$ cat config.mk
export PLATFORM = sky130hd
export DESIGN_NAME = arb_rr_mux
export DESIGN_NICKNAME = d
export VERILOG_FILES = /design/src/rtl/arb_rr_mux_pkg.sv /design/src/rtl/arb_rr_oht.sv /design/src/rtl/mux_oht.sv /design/src/rtl/arb_rr_mux.sv
export SDC_FILE = /design/constraint.sdc
export NUM_CORES = 1
export LEC_CHECK = 0
export BUFFER_PORTS_ARGS = -buffer_cell sky130_fd_sc_hd__buf_2
export CAP_MARGIN = 20
export CORE_UTILIZATION = 41
export CTS_CLUSTER_DIAMETER = 100
export DETAILED_ROUTE_END_ITERATION = 8
export PLACE_DENSITY = 0.77
export SLEW_MARGIN = 20
export SYNTH_ARGS = -nofsm -noshare
export SYNTH_HDL_FRONTEND = slang
export SYNTH_SLANG_ARGS = --single-unit
$ cat constraint.sdc
create_clock -name clk -period 2.8 [get_ports clk]
set_input_delay 0.56 -clock clk [delete_from_list [all_inputs] [get_ports clk]]
set_output_delay 0.56 -clock clk [all_outputs]
set_load 0.005 [all_outputs]
$ cat src/rtl/arb_rr_mux_pkg.sv
// arb_rr_mux_pkg: shared state type and pointer helper for the round-robin arbiter mux
package arb_rr_mux_pkg;

    typedef enum logic {IDLE, LOCK} arb_sta_t;

    localparam int MAXW = 64;

    // rotate the low w bits of v left by one, bit w-1 wrapping to bit 0
    function automatic logic [MAXW-1:0] rotl1(input logic [MAXW-1:0] v, input int w);
        logic [MAXW-1:0] m;
        m = (MAXW'(1) << w) - MAXW'(1);
        rotl1 = (((v & m) << 1) | ((v & m) >> (w - 1))) & m;
    endfunction

endpackage

$ cat src/rtl/arb_rr_oht.sv
// arb_rr_oht: combinational round-robin one-hot priority encoder
module arb_rr_oht #(
    parameter int WIDTH = 4
) (
    input  logic [WIDTH-1:0] req,
    input  logic [WIDTH-1:0] ptr,
    output logic [WIDTH-1:0] win
);

    logic [2*WIDTH-1:0] dbl;
    logic [2*WIDTH-1:0] iso;

    // low half keeps requests at or above the pointer, high half the full set so the search wraps
    always_comb begin
        dbl = {req, req & ~(ptr - WIDTH'(1))};
        iso = dbl & (~dbl + (2*WIDTH)'(1));
        win = iso[WIDTH-1:0] | iso[2*WIDTH-1:WIDTH];
    end

endmodule

$ cat src/rtl/mux_oht.sv
// mux_oht: one-hot selected multiplexer built as a SPLIT-ary OR tree
module mux_oht #(
    parameter type DAT_T = logic [8-1:0],
    parameter int WIDTH = 4,
    parameter int SPLIT = 2,
    parameter int IMPLEMENTATION = 0
) (
    input  logic [WIDTH-1:0] oht,
    input  DAT_T             ary [0:WIDTH-1],
    output DAT_T             dat
);

    function automatic int levels(input int w, input int s);
        int n = 1;
        levels = 0;
        while (n < w) begin
            n *= s;
            levels++;
        end
    endfunction

    localparam int DW = $bits(DAT_T);
    localparam int LVL = levels(WIDTH, SPLIT);
    localparam int LEAF = SPLIT ** LVL;

    logic [DW-1:0] node [0:LVL][0:LEAF-1];

    // mask each leaf by its select bit, then fold groups of SPLIT nodes upward level by level
    always_comb begin
        for (int l = 0; l <= LVL; l++)
            for (int n = 0; n < LEAF; n++)
                node[l][n] = '0;
        for (int n = 0; n < WIDTH; n++)
            node[0][n] = (IMPLEMENTATION == 0) ? (oht[n] ? DW'(ary[n]) : '0) : (DW'(ary[n]) & {DW{oht[n]}});
        for (int l = 0; l < LVL; l++)
            for (int n = 0; n < LEAF; n++)
                node[l + 1][n / SPLIT] = node[l + 1][n / SPLIT] | node[l][n];
    end

    assign dat = DAT_T'(node[LVL][0]);

endmodule

$ cat src/rtl/arb_rr_mux.sv
// arb_rr_mux: round-robin arbiter with packet locking feeding one registered output stage
module arb_rr_mux
    import arb_rr_mux_pkg::*;
#(
    parameter type DAT_T = logic [8-1:0],
    parameter int WIDTH = 4,
    parameter int SPLIT = 2,
    parameter int IMPLEMENTATION = 0
) (
    input  logic             clk,
    input  logic             rst,
    input  logic [WIDTH-1:0] req_vld,
    input  logic [WIDTH-1:0] req_lst,
    input  DAT_T             req_dat [0:WIDTH-1],
    output logic [WIDTH-1:0] req_rdy,
    output logic [WIDTH-1:0] gnt,
    output logic             out_vld,
    output logic             out_lst,
    output DAT_T             out_dat,
    input  logic             out_rdy
);

    arb_sta_t         sta, sta_nxt;
    logic [WIDTH-1:0] ptr, ptr_nxt;
    logic [WIDTH-1:0] own, own_nxt;
    logic [WIDTH-1:0] rr_win;
    logic             ld;
    logic             sel_lst;
    DAT_T             sel_dat;

    arb_rr_oht #(.WIDTH(WIDTH)) u_oht (
        .req(req_vld),
        .ptr(ptr),
        .win(rr_win)
    );

    mux_oht #(
        .DAT_T(DAT_T),
        .WIDTH(WIDTH),
        .SPLIT(SPLIT),
        .IMPLEMENTATION(IMPLEMENTATION)
    ) u_mux (
        .oht(gnt),
        .ary(req_dat),
        .dat(sel_dat)
    );

    // a locked owner is offered ready even when idle; nothing is offered while reset is held
    always_comb begin
        ld = ~out_vld | out_rdy;
        req_rdy = (ld & ~rst) ? ((sta == LOCK) ? own : rr_win) : '0;
        gnt = req_rdy & req_vld;
        sel_lst = |(gnt & req_lst);
    end

    // only a transfer moves state; a last beat releases the lock and rotates priority past the winner
    always_comb begin
        sta_nxt = sta;
        own_nxt = own;
        ptr_nxt = ptr;
        if (|gnt) begin
            sta_nxt = sel_lst ? IDLE : LOCK;
            own_nxt = sel_lst ? '0 : gnt;
            ptr_nxt = sel_lst ? WIDTH'(rotl1(MAXW'(gnt), WIDTH)) : ptr;
        end
    end

    // arbitration state register
    always_ff @(posedge clk or posedge rst) begin
        if (rst) begin
            sta <= IDLE;
            own <= '0;
            ptr <= WIDTH'(1);
        end else begin
            sta <= sta_nxt;
            own <= own_nxt;
            ptr <= ptr_nxt;
        end
    end

    // output stage: refills whenever empty or draining, payload held across bubbles
    always_ff @(posedge clk or posedge rst) begin
        if (rst) begin
            out_vld <= 1'b0;
            out_lst <= 1'b0;
            out_dat <= '0;
        end else if (ld) begin
            out_vld <= |gnt;
            if (|gnt) begin
                out_dat <= sel_dat;
                out_lst <= sel_lst;
            end
        end
    end

endmodule
Yosys cells after proc, flatten, opt, wreduce, memory -nomap -nowiden

Index checks and enable logic that the tools add are counted.

Register bits: 19
Output and inout port bits: 18

Add/subtract/negate cells: 2
Multiplexer cells: 8
Bitwise logic cells: 15
Reductions and logical operators: 4

Operator list:

| kind                                             | number |
|---|---|
| two-way mux 8 bit                                | 4 |
| OR 8 bit                                         | 3 |
| bitwise AND 4 bit                                | 3 |
| two-way mux 4 bit                                | 3 |
| adder 8 x 1 -> 8 bit, second input constant      | 1 |
| bitwise AND 8 bit                                | 1 |
| NOT 8 bit                                        | 1 |
| OR reduction 4 bit                               | 2 |
| NOT 4 bit                                        | 1 |
| OR 4 x 1 -> 4 bit                                | 1 |
| OR 4 bit                                         | 1 |
| AND reduction 2 bit                              | 2 |
| subtractor 4 x 1 -> 4 bit, second input constant | 1 |
| NOT 1 bit                                        | 2 |
| bitwise AND 1 bit                                | 1 |
| two-way mux 1 bit                                | 1 |
| OR 1 bit                                         | 1 |

Longest topological paths before layout

Gate-level depths: netlist of run 1.

Depth after elaboration: 13
Depth in mapped cells: 11
Gate-level depth less buffers: 9

Hierarchy

From an unflattened synthesis of run 1, not the netlist that was laid out.

Cells, all modules: 120
Area total of the unflattened synthesis: 1346.3 sq um

Modules (own cells, without submodules):

| module     | times used | cells each | area an instance (sq um) | sequential area each (sq um) |
|---|---|---|---|---|
| arb_rr_mux | 1          | 71         | 1028.5                   | 476.7 |
| mux_oht    | 1          | 28         | 170.2                    | 0.0 |
| arb_rr_oht | 1          | 21         | 147.6                    | 0.0 |

Worst setup path after synthesis of run 1

Ideal clock, no wire load.

Path kind: flip-flop to output port
Start point: register ptr[0]
End point: output port gnt[3]
Data arrival time: 1.992 ns
Path slack: 0.248 ns
Cell stages (with the launch flop): 10
Path buffers: 2
Cells stage by stage: dfstp_2 > buf_6 > inv_1 > ha_1 > and2_1 > a221o_1 > nor3_1 > nor2_4 > inv_2 > buf_2

Cells in the longest elaborated chain, start to end: 10

Ends and longest elaborated chain:

| element                          | RTL line         | RTL |
|---|---|---|
| start, declared                  | arb_rr_mux.sv:24 | `logic [WIDTH-1:0] ptr, ptr_nxt;` |
| start signal, assigned           | arb_rr_mux.sv:77 | `ptr <= ptr_nxt;` |
| subtractor 4 x 1 -> 4 bit *      | arb_rr_oht.sv:15 | `dbl = {req, req & ~(ptr - WIDTH'(1))};` |
| NOT 4 bit *                      | arb_rr_oht.sv:15 |  |
| bitwise AND 4 bit *              | arb_rr_oht.sv:15 |  |
| NOT 8 bit                        | arb_rr_oht.sv:16 | `iso = dbl & (~dbl + (2*WIDTH)'(1));` |
| adder 8 x 1 -> 8 bit             | arb_rr_oht.sv:16 |  |
| bitwise AND 8 bit *              | arb_rr_oht.sv:16 |  |
| OR 4 bit *                       | arb_rr_oht.sv:17 | `win = iso[WIDTH-1:0] \| iso[2*WIDTH-1:WIDTH];` |
| two-way mux 4 bit * (2 in a row) | arb_rr_mux.sv:51 | `req_rdy = (ld & ~rst) ? ((sta == LOCK) ? own : rr_win) : '0;` |
| bitwise AND 4 bit *              | arb_rr_mux.sv:52 | `gnt = req_rdy & req_vld;` |
| end, declared                    | arb_rr_mux.sv:16 | `output logic [WIDTH-1:0] gnt,` |

Mark *: on every way between the ends. The rest lies on a longest branch, timed or not.

Worst setup path in the final report of run 1

Start point: register ptr[0]
End point: output port gnt[0]

The elaborated chain is that of the path after synthesis.

==> results of run 1 <==
## sequential cells by signal, indices dropped and copies added (netlist names)
signal   count
out_dat      8
sta          1
out_vld      1
own          4
out_lst      1
ptr          4
## per-layer routing
layer,routed length [um],share of wire,GRT usage
met1,1661,0.43,0.2966
met2,1777,0.47,0.3628
met5,0,0,0
met3,333,0.087,0.05022
met4,47,0.012,0.08844
## final cells by class
cell class | instances | area, um2 | share of cell area
Timing Repair Buffer | 71 | 382.9 | 0.2116
Inverter | 8 | 37.54 | 0.02075
Sequential cell | 19 | 476.7 | 0.2635
Multi-Input combinational cell | 107 | 827.0 | 0.4571
Tap cell | 44 | 55.05 | 0.03043
Clock buffer | 3 | 22.52 | 0.01245
Clock inverter | 1 | 7.507 | 0.004149
## through the flow
step           hold WS [ps]  TNS [ps]
2_1_floorplan         441.0         0
3_3_place_gp          460.2         0
3_5_place_dp          465.5         0
4_1_cts               223.6         0
5_1_grt               237.3  -0.02087
6_report              218.7         0
## cells in the final DEF, fill, tap and decap left out, types with 2 or more instances in the layout
cell type  netlist  layout
a21o_1           3       2
a21oi_1          8       8
a222oi_1         8       8
a22o_1           2       2
a31oi_1          9       9
and3_1           3       3
buf_2            2      60
buf_4            2      11
clkbuf_4         0       3
dfrtp_1         18      18
inv_1            5       5
inv_4            0       3
mux2_4           2       2
nand2_1         15      13
nand2_2          0       2
nand2b_1         3       3
nand3_1          3       3
nand3b_1         2       2
nor2_1           5       4
nor3_1           4       3
nor4b_1          8       8
o211ai_1         2       2
o2bb2ai_1        2       2
o31ai_2          2       2
## cells by family after synthesis
logic type               after synthesis  synth area share
flip-flops                            19            0.3541
adder cells (fa/ha/maj)                1          0.009292
AO/OA/AOI/OAI                         50            0.3048
buffers and inverters                 16           0.06320
XOR/XNOR                               1          0.006507
multiplexers                           3           0.02974
AND/OR/NAND/NOR                       52            0.2323
## what timing repair did
item | 4_1_cts | 5_1_grt
pin swaps | 0 | 6
endpoints found under the setup margin | 6 | 6
resized for setup | 1 | 11
setup buffers | 2 | 3
hold buffers | 0 | 0
## path summary, 6_finish.rpt
path | from | cells after the start | to | slack, ps
setup / recovery | ptr[0] | 7 | gnt[0] | 80
hold / removal | rst | 2 | own[0] | 220
setup reg to reg | ptr[0] | 9 | ptr[3] | 260
hold reg to reg | own[1] | 1 | own[1] | 490
max in group asynchronous | rst | 3 | ptr[0] | 2000
min in group clk | req_dat[12] | 3 | out_dat[4] | 490
## power by group through the flow
stage	logic [mW]	clock network (mW)	registers [mW]
finish	1.15	0.151	0.526
global route	1.26	0.166	0.545
CTS	1.03	0.151	0.519
detailed placement	0.992	0	0.539
global placement	0.984	0	0.536
floorplan	0.769	0	0.499
==> results.sh, run 1 <==
export IMPL_hold_viol_final=0
export IMPL_dpl_worst_slack_ps=155.3
export IMPL_syn_num_nets=186
export IMPL_vias=1453
export IMPL_io_pins=61
export IMPL_grt_use_total=0.2265
export IMPL_cts_root_to_sink_buffers=2
export IMPL_postLayoutCellArea_um2=1809
export IMPL_fin_cells=253
export IMPL_worstSetupEndpointType="output port"
export IMPL_hold_path_class="in -> async"
export IMPL_place_area_um2=1692
export IMPL_cp_arrival_ps=2160
export IMPL_p_int_mw=1.035
export IMPL_dp_cells=244
export IMPL_nets=254
export IMPL_p_switching_mw=0.7942
export IMPL_crit_fanout=8
export IMPL_post_route_util=0.5878
export IMPL_numPortBuffers=60
export IMPL_worst_slack_ps=78.21
export IMPL_die_area_um2=3517
export IMPL_htreeDepth=1
export IMPL_cp_slowest_cell="or4_4"
export IMPL_synth_seq_cells=19
export IMPL_wirelength_um=3819
export IMPL_syn_inst=142
export IMPL_seqPwrFrac=0.287
export IMPL_cp_required_ps=2240
export IMPL_area_delta_synth_final_pct=34.39
export IMPL_fillers=294
export IMPL_rows=20
export IMPL_root_buffer="clkbuf_4"
export IMPL_grt_remaining_overflow=0
export IMPL_synth_common_cells="dfrtp_1 (18), nand2_1 (15), a31oi_1 (9)"
export IMPL_crit_buf_inv=3
export IMPL_synth_area_leaders="dfrtp_1 (33%), a222oi_1 (5.9%), nor4b_1 (5.2%), a31oi_1 (4.2%), nand2_1 (4.2%)"
export IMPL_seq_area_frac_synth=0.3541
export IMPL_critical_path_top_delay_family="simple AND/OR/NAND/NOR gates"
export IMPL_first_iter_violations=88
export IMPL_routed_via_density=5.743
export IMPL_slew_violations=0
export IMPL_syn_area_um2=1346
export IMPL_numCtsBuffers=3
export IMPL_synth_most_common_cell="dfrtp_1"
export IMPL_slew_headroom=0.7207
export IMPL_drive_above_1_share=0.4833
export IMPL_place_hpwl_um=2748
export IMPL_ant_nets=0
export IMPL_antenna_found_initial=0
export IMPL_drc=0
export IMPL_clk_pin_slew_ps=120
export IMPL_grt_pass1_wl_um=5982
export IMPL_critical_path_max_stage_delay_ps=550
export IMPL_dr_pass1_iters=4
export IMPL_vdd_drop_max_v=0.0004582
export IMPL_yosysTopAreaCell="dfrtp_1"
export IMPL_async_flop_share=1.000
export IMPL_clkPwrFrac=0.082
export IMPL_die_h_um=59.31
export IMPL_status="completed"
export IMPL_insertion_delay_ps=310
export IMPL_synth_main_ff_cell="dfrtp_1"
export IMPL_synth_top_area_share=0.3346
export IMPL_power_combinational_fraction=0.630
export IMPL_die_x_um=59.31
export IMPL_timing_final_crit_share=0.9721
export IMPL_first_global_vias=1315
export IMPL_period_minus_slack_ps=2722
export IMPL_synth_cell_types=51
export IMPL_globalplace_congestion=0.9029
export IMPL_switching_share=0.4341
export IMPL_start_kind="flip-flop"
export IMPL_drv_cap=0
export IMPL_avgRoutedWirePerCell_um=15.09
export IMPL_avgSynthCellArea_um2=9.481
export IMPL_tritoncts="built"
export IMPL_synth_edf_count=0
export IMPL_power_density_nw_per_um2=1011
export IMPL_power_leakage_nw=0.8472
export IMPL_grt_max_degree=17
export IMPL_fin_skew_ps=2.664
export IMPL_setup_violations=0
export IMPL_p_total_mw=1.830
export IMPL_yosysWarnings=0
export IMPL_path_cells="buf_4, or4_4, and3_4, o211ai_2, nand2_2, inv_4, buf_2"
export IMPL_clock_fmax_ghz=0.3674
export IMPL_start_util=0.4374
export IMPL_crit_type="reg -> out"
export IMPL_worst_pin_slew_ps=408.3
export IMPL_cts_sinks=19
export IMPL_diodes=0
export IMPL_core_area_um2=3078
Note: power is estimated with default switching activity, not from simulation.
==> run 2, diff against run 1 <==
--- a/config.mk
+++ b/config.mk
@@ -7,6 +7,7 @@
 export LEC_CHECK = 0
 export BUFFER_PORTS_ARGS = -buffer_cell sky130_fd_sc_hd__buf_2
 export CAP_MARGIN = 20
+export CORE_MARGIN = 2
 export CORE_UTILIZATION = 41
 export CTS_CLUSTER_DIAMETER = 100
 export DETAILED_ROUTE_END_ITERATION = 8
==> run 2 against run 1 <==
Effect of this change:
- sequential share of layout area up 0.18 points
- register-to-register slack better by 20 ps
- critical path depth unchanged
- critical path type unchanged
- critical endpoint is now gnt[1]
==> results.sh, run 2 (synthesized netlist as in run 1, its figures left out) <==
export IMPL_drive_above_1_share=0.4810
export IMPL_worst_slack_ps=80.21
export IMPL_cts_root_to_sink_buffers=2
export IMPL_power_density_nw_per_um2=989.2
export IMPL_drc=0
export IMPL_root_buffer="clkbuf_4"
export IMPL_die_area_um2=3758
export IMPL_seqCellArea_um2=476.7
export IMPL_ant_nets=0
export IMPL_tritoncts="built"
export IMPL_critical_path_top_delay_family="simple AND/OR/NAND/NOR gates"
export IMPL_cts_sinks=19
export IMPL_met2_wirelength_um=1687
export IMPL_core_area_um2=3078
export IMPL_htreeDepth=1
export IMPL_grt_pass1_wl_um=5906
export IMPL_critical_path_max_stage_delay_ps=560
export IMPL_path_cells="buf_4, or4_4, and3_4, o31ai_4, nand2_1, inv_2, buf_2"
export IMPL_die_h_um=61.31
export IMPL_largest_reg_flops=8
export IMPL_period_minus_slack_ps=2720
export IMPL_crit_fanout=8
export IMPL_first_iter_violations=128
export IMPL_numPortBuffers=60
export IMPL_status="completed"
export IMPL_crit_buf_inv=3
export IMPL_dr_max_layer_used="met4"
export IMPL_dr_pass1_iters=5
export IMPL_dp_cells=244
export IMPL_crit_type="reg -> out"
export IMPL_first_global_vias=1316
export IMPL_grt_max_degree=17
export IMPL_cp_slowest_cell="or4_4"
export IMPL_regMostFlops="out_dat"
export IMPL_timing_final_crit_share=0.9714
export IMPL_clock_fmax_ghz=0.3677
export IMPL_grt_use_total=0.2109
export IMPL_io_pins=61
export IMPL_nets=255
export IMPL_timing_setup_tns_ps=0
export IMPL_vdd_drop_max_v=0.0004868
export IMPL_postLayoutCellArea_um2=1797
export IMPL_wirelength_um=3727
export IMPL_fillers=277
export IMPL_hold_viol_final=0
export IMPL_post_route_util=0.5837
export IMPL_cp_required_ps=2240
export IMPL_largest_registers="out_dat (8), own (4), ptr (4)"
export IMPL_setup_violations=0
export IMPL_insertion_delay_ps=290
export IMPL_place_hpwl_um=2791
export IMPL_power_leakage_nw=0.8588
export IMPL_start_util=0.4374
export IMPL_fin_cells=254
export IMPL_globalplace_congestion=0.9060
export IMPL_wl_met1_um=1681
export IMPL_die_x_um=61.31
export IMPL_most_common_layout_cells="buf_2 (60), dfrtp_1 (18), nand2_1 (14), buf_4 (12), a31oi_1 (9)"
export IMPL_cp_arrival_ps=2160
export IMPL_final_common_cell="buf_2"
export IMPL_diodes=0
export IMPL_drv_cap=0
export IMPL_rows=20
export IMPL_start_kind="flip-flop"
export IMPL_hold_buffers=0
export IMPL_area_delta_synth_final_pct=33.46
export IMPL_worstSetupEndpointType="output port"
export IMPL_slew_headroom=0.7393
export IMPL_vias=1441
export IMPL_avgRoutedWirePerCell_um=14.67
export IMPL_worstSetupStartpoint="ptr[0]"
export IMPL_met3_length_um=326
export IMPL_multi_input_area_um2=817.0
export IMPL_dpl_worst_slack_ps=178.9
export IMPL_grt_remaining_overflow=0
export IMPL_worst_pin_slew_ps=387.7
export IMPL_clk_pin_slew_ps=110
export IMPL_reg2reg_from="ptr[0]"
export IMPL_p_total_mw=1.777
export IMPL_numCtsBuffers=3
export IMPL_routed_via_density=5.673
export IMPL_hold_path_class="in -> async"
export IMPL_antenna_found_initial=0
export IMPL_holdWs_ps=235.7
export IMPL_slew_violations=0
export IMPL_place_area_um2=1692
export IMPL_fin_skew_ps=4.093
[run 2: power by group]
part / internal [mW] / switching (mW)
combinational: 0.553 / 0.564
clock: 0.0531 / 0.0812
sequential: 0.411 / 0.115
[run 2: area by class of cell]
| class | count | area share |
|---|---|---|
| clock buffer | 3 | 0.01253 |
| tap | 44 | 0.03064 |
| sequential | 19 | 0.2653 |
| multi-input combinational | 107 | 0.4547 |
| inverter | 8 | 0.01671 |
| clock inverter | 1 | 0.002786 |
| timing repair buffer | 72 | 0.2173 |
[run 2: per-layer routing]
layer  vias up  track usage
met1       665       0.2927
met4         0      0.06211
met2        76       0.3313
li1        694            -
met5         -            0
met3         6      0.04622
[run 2: timing repair]
action,CTS,global route
resized for setup,1,7
endpoints found under the setup margin,3,6
pin swaps,0,4
endpoints found under the hold margin,0,0
buffers inserted,2,4
[run 2: final timing paths]
path,to,slack (ps),depth (start not counted)
hold reg to reg,out_lst,490,1
max in group asynchronous,ptr[0],1980,3
setup / recovery,gnt[1],80,7
min in group clk,out_lst,490,1
setup reg to reg,own[0],280,10
hold / removal,own[3],240,2
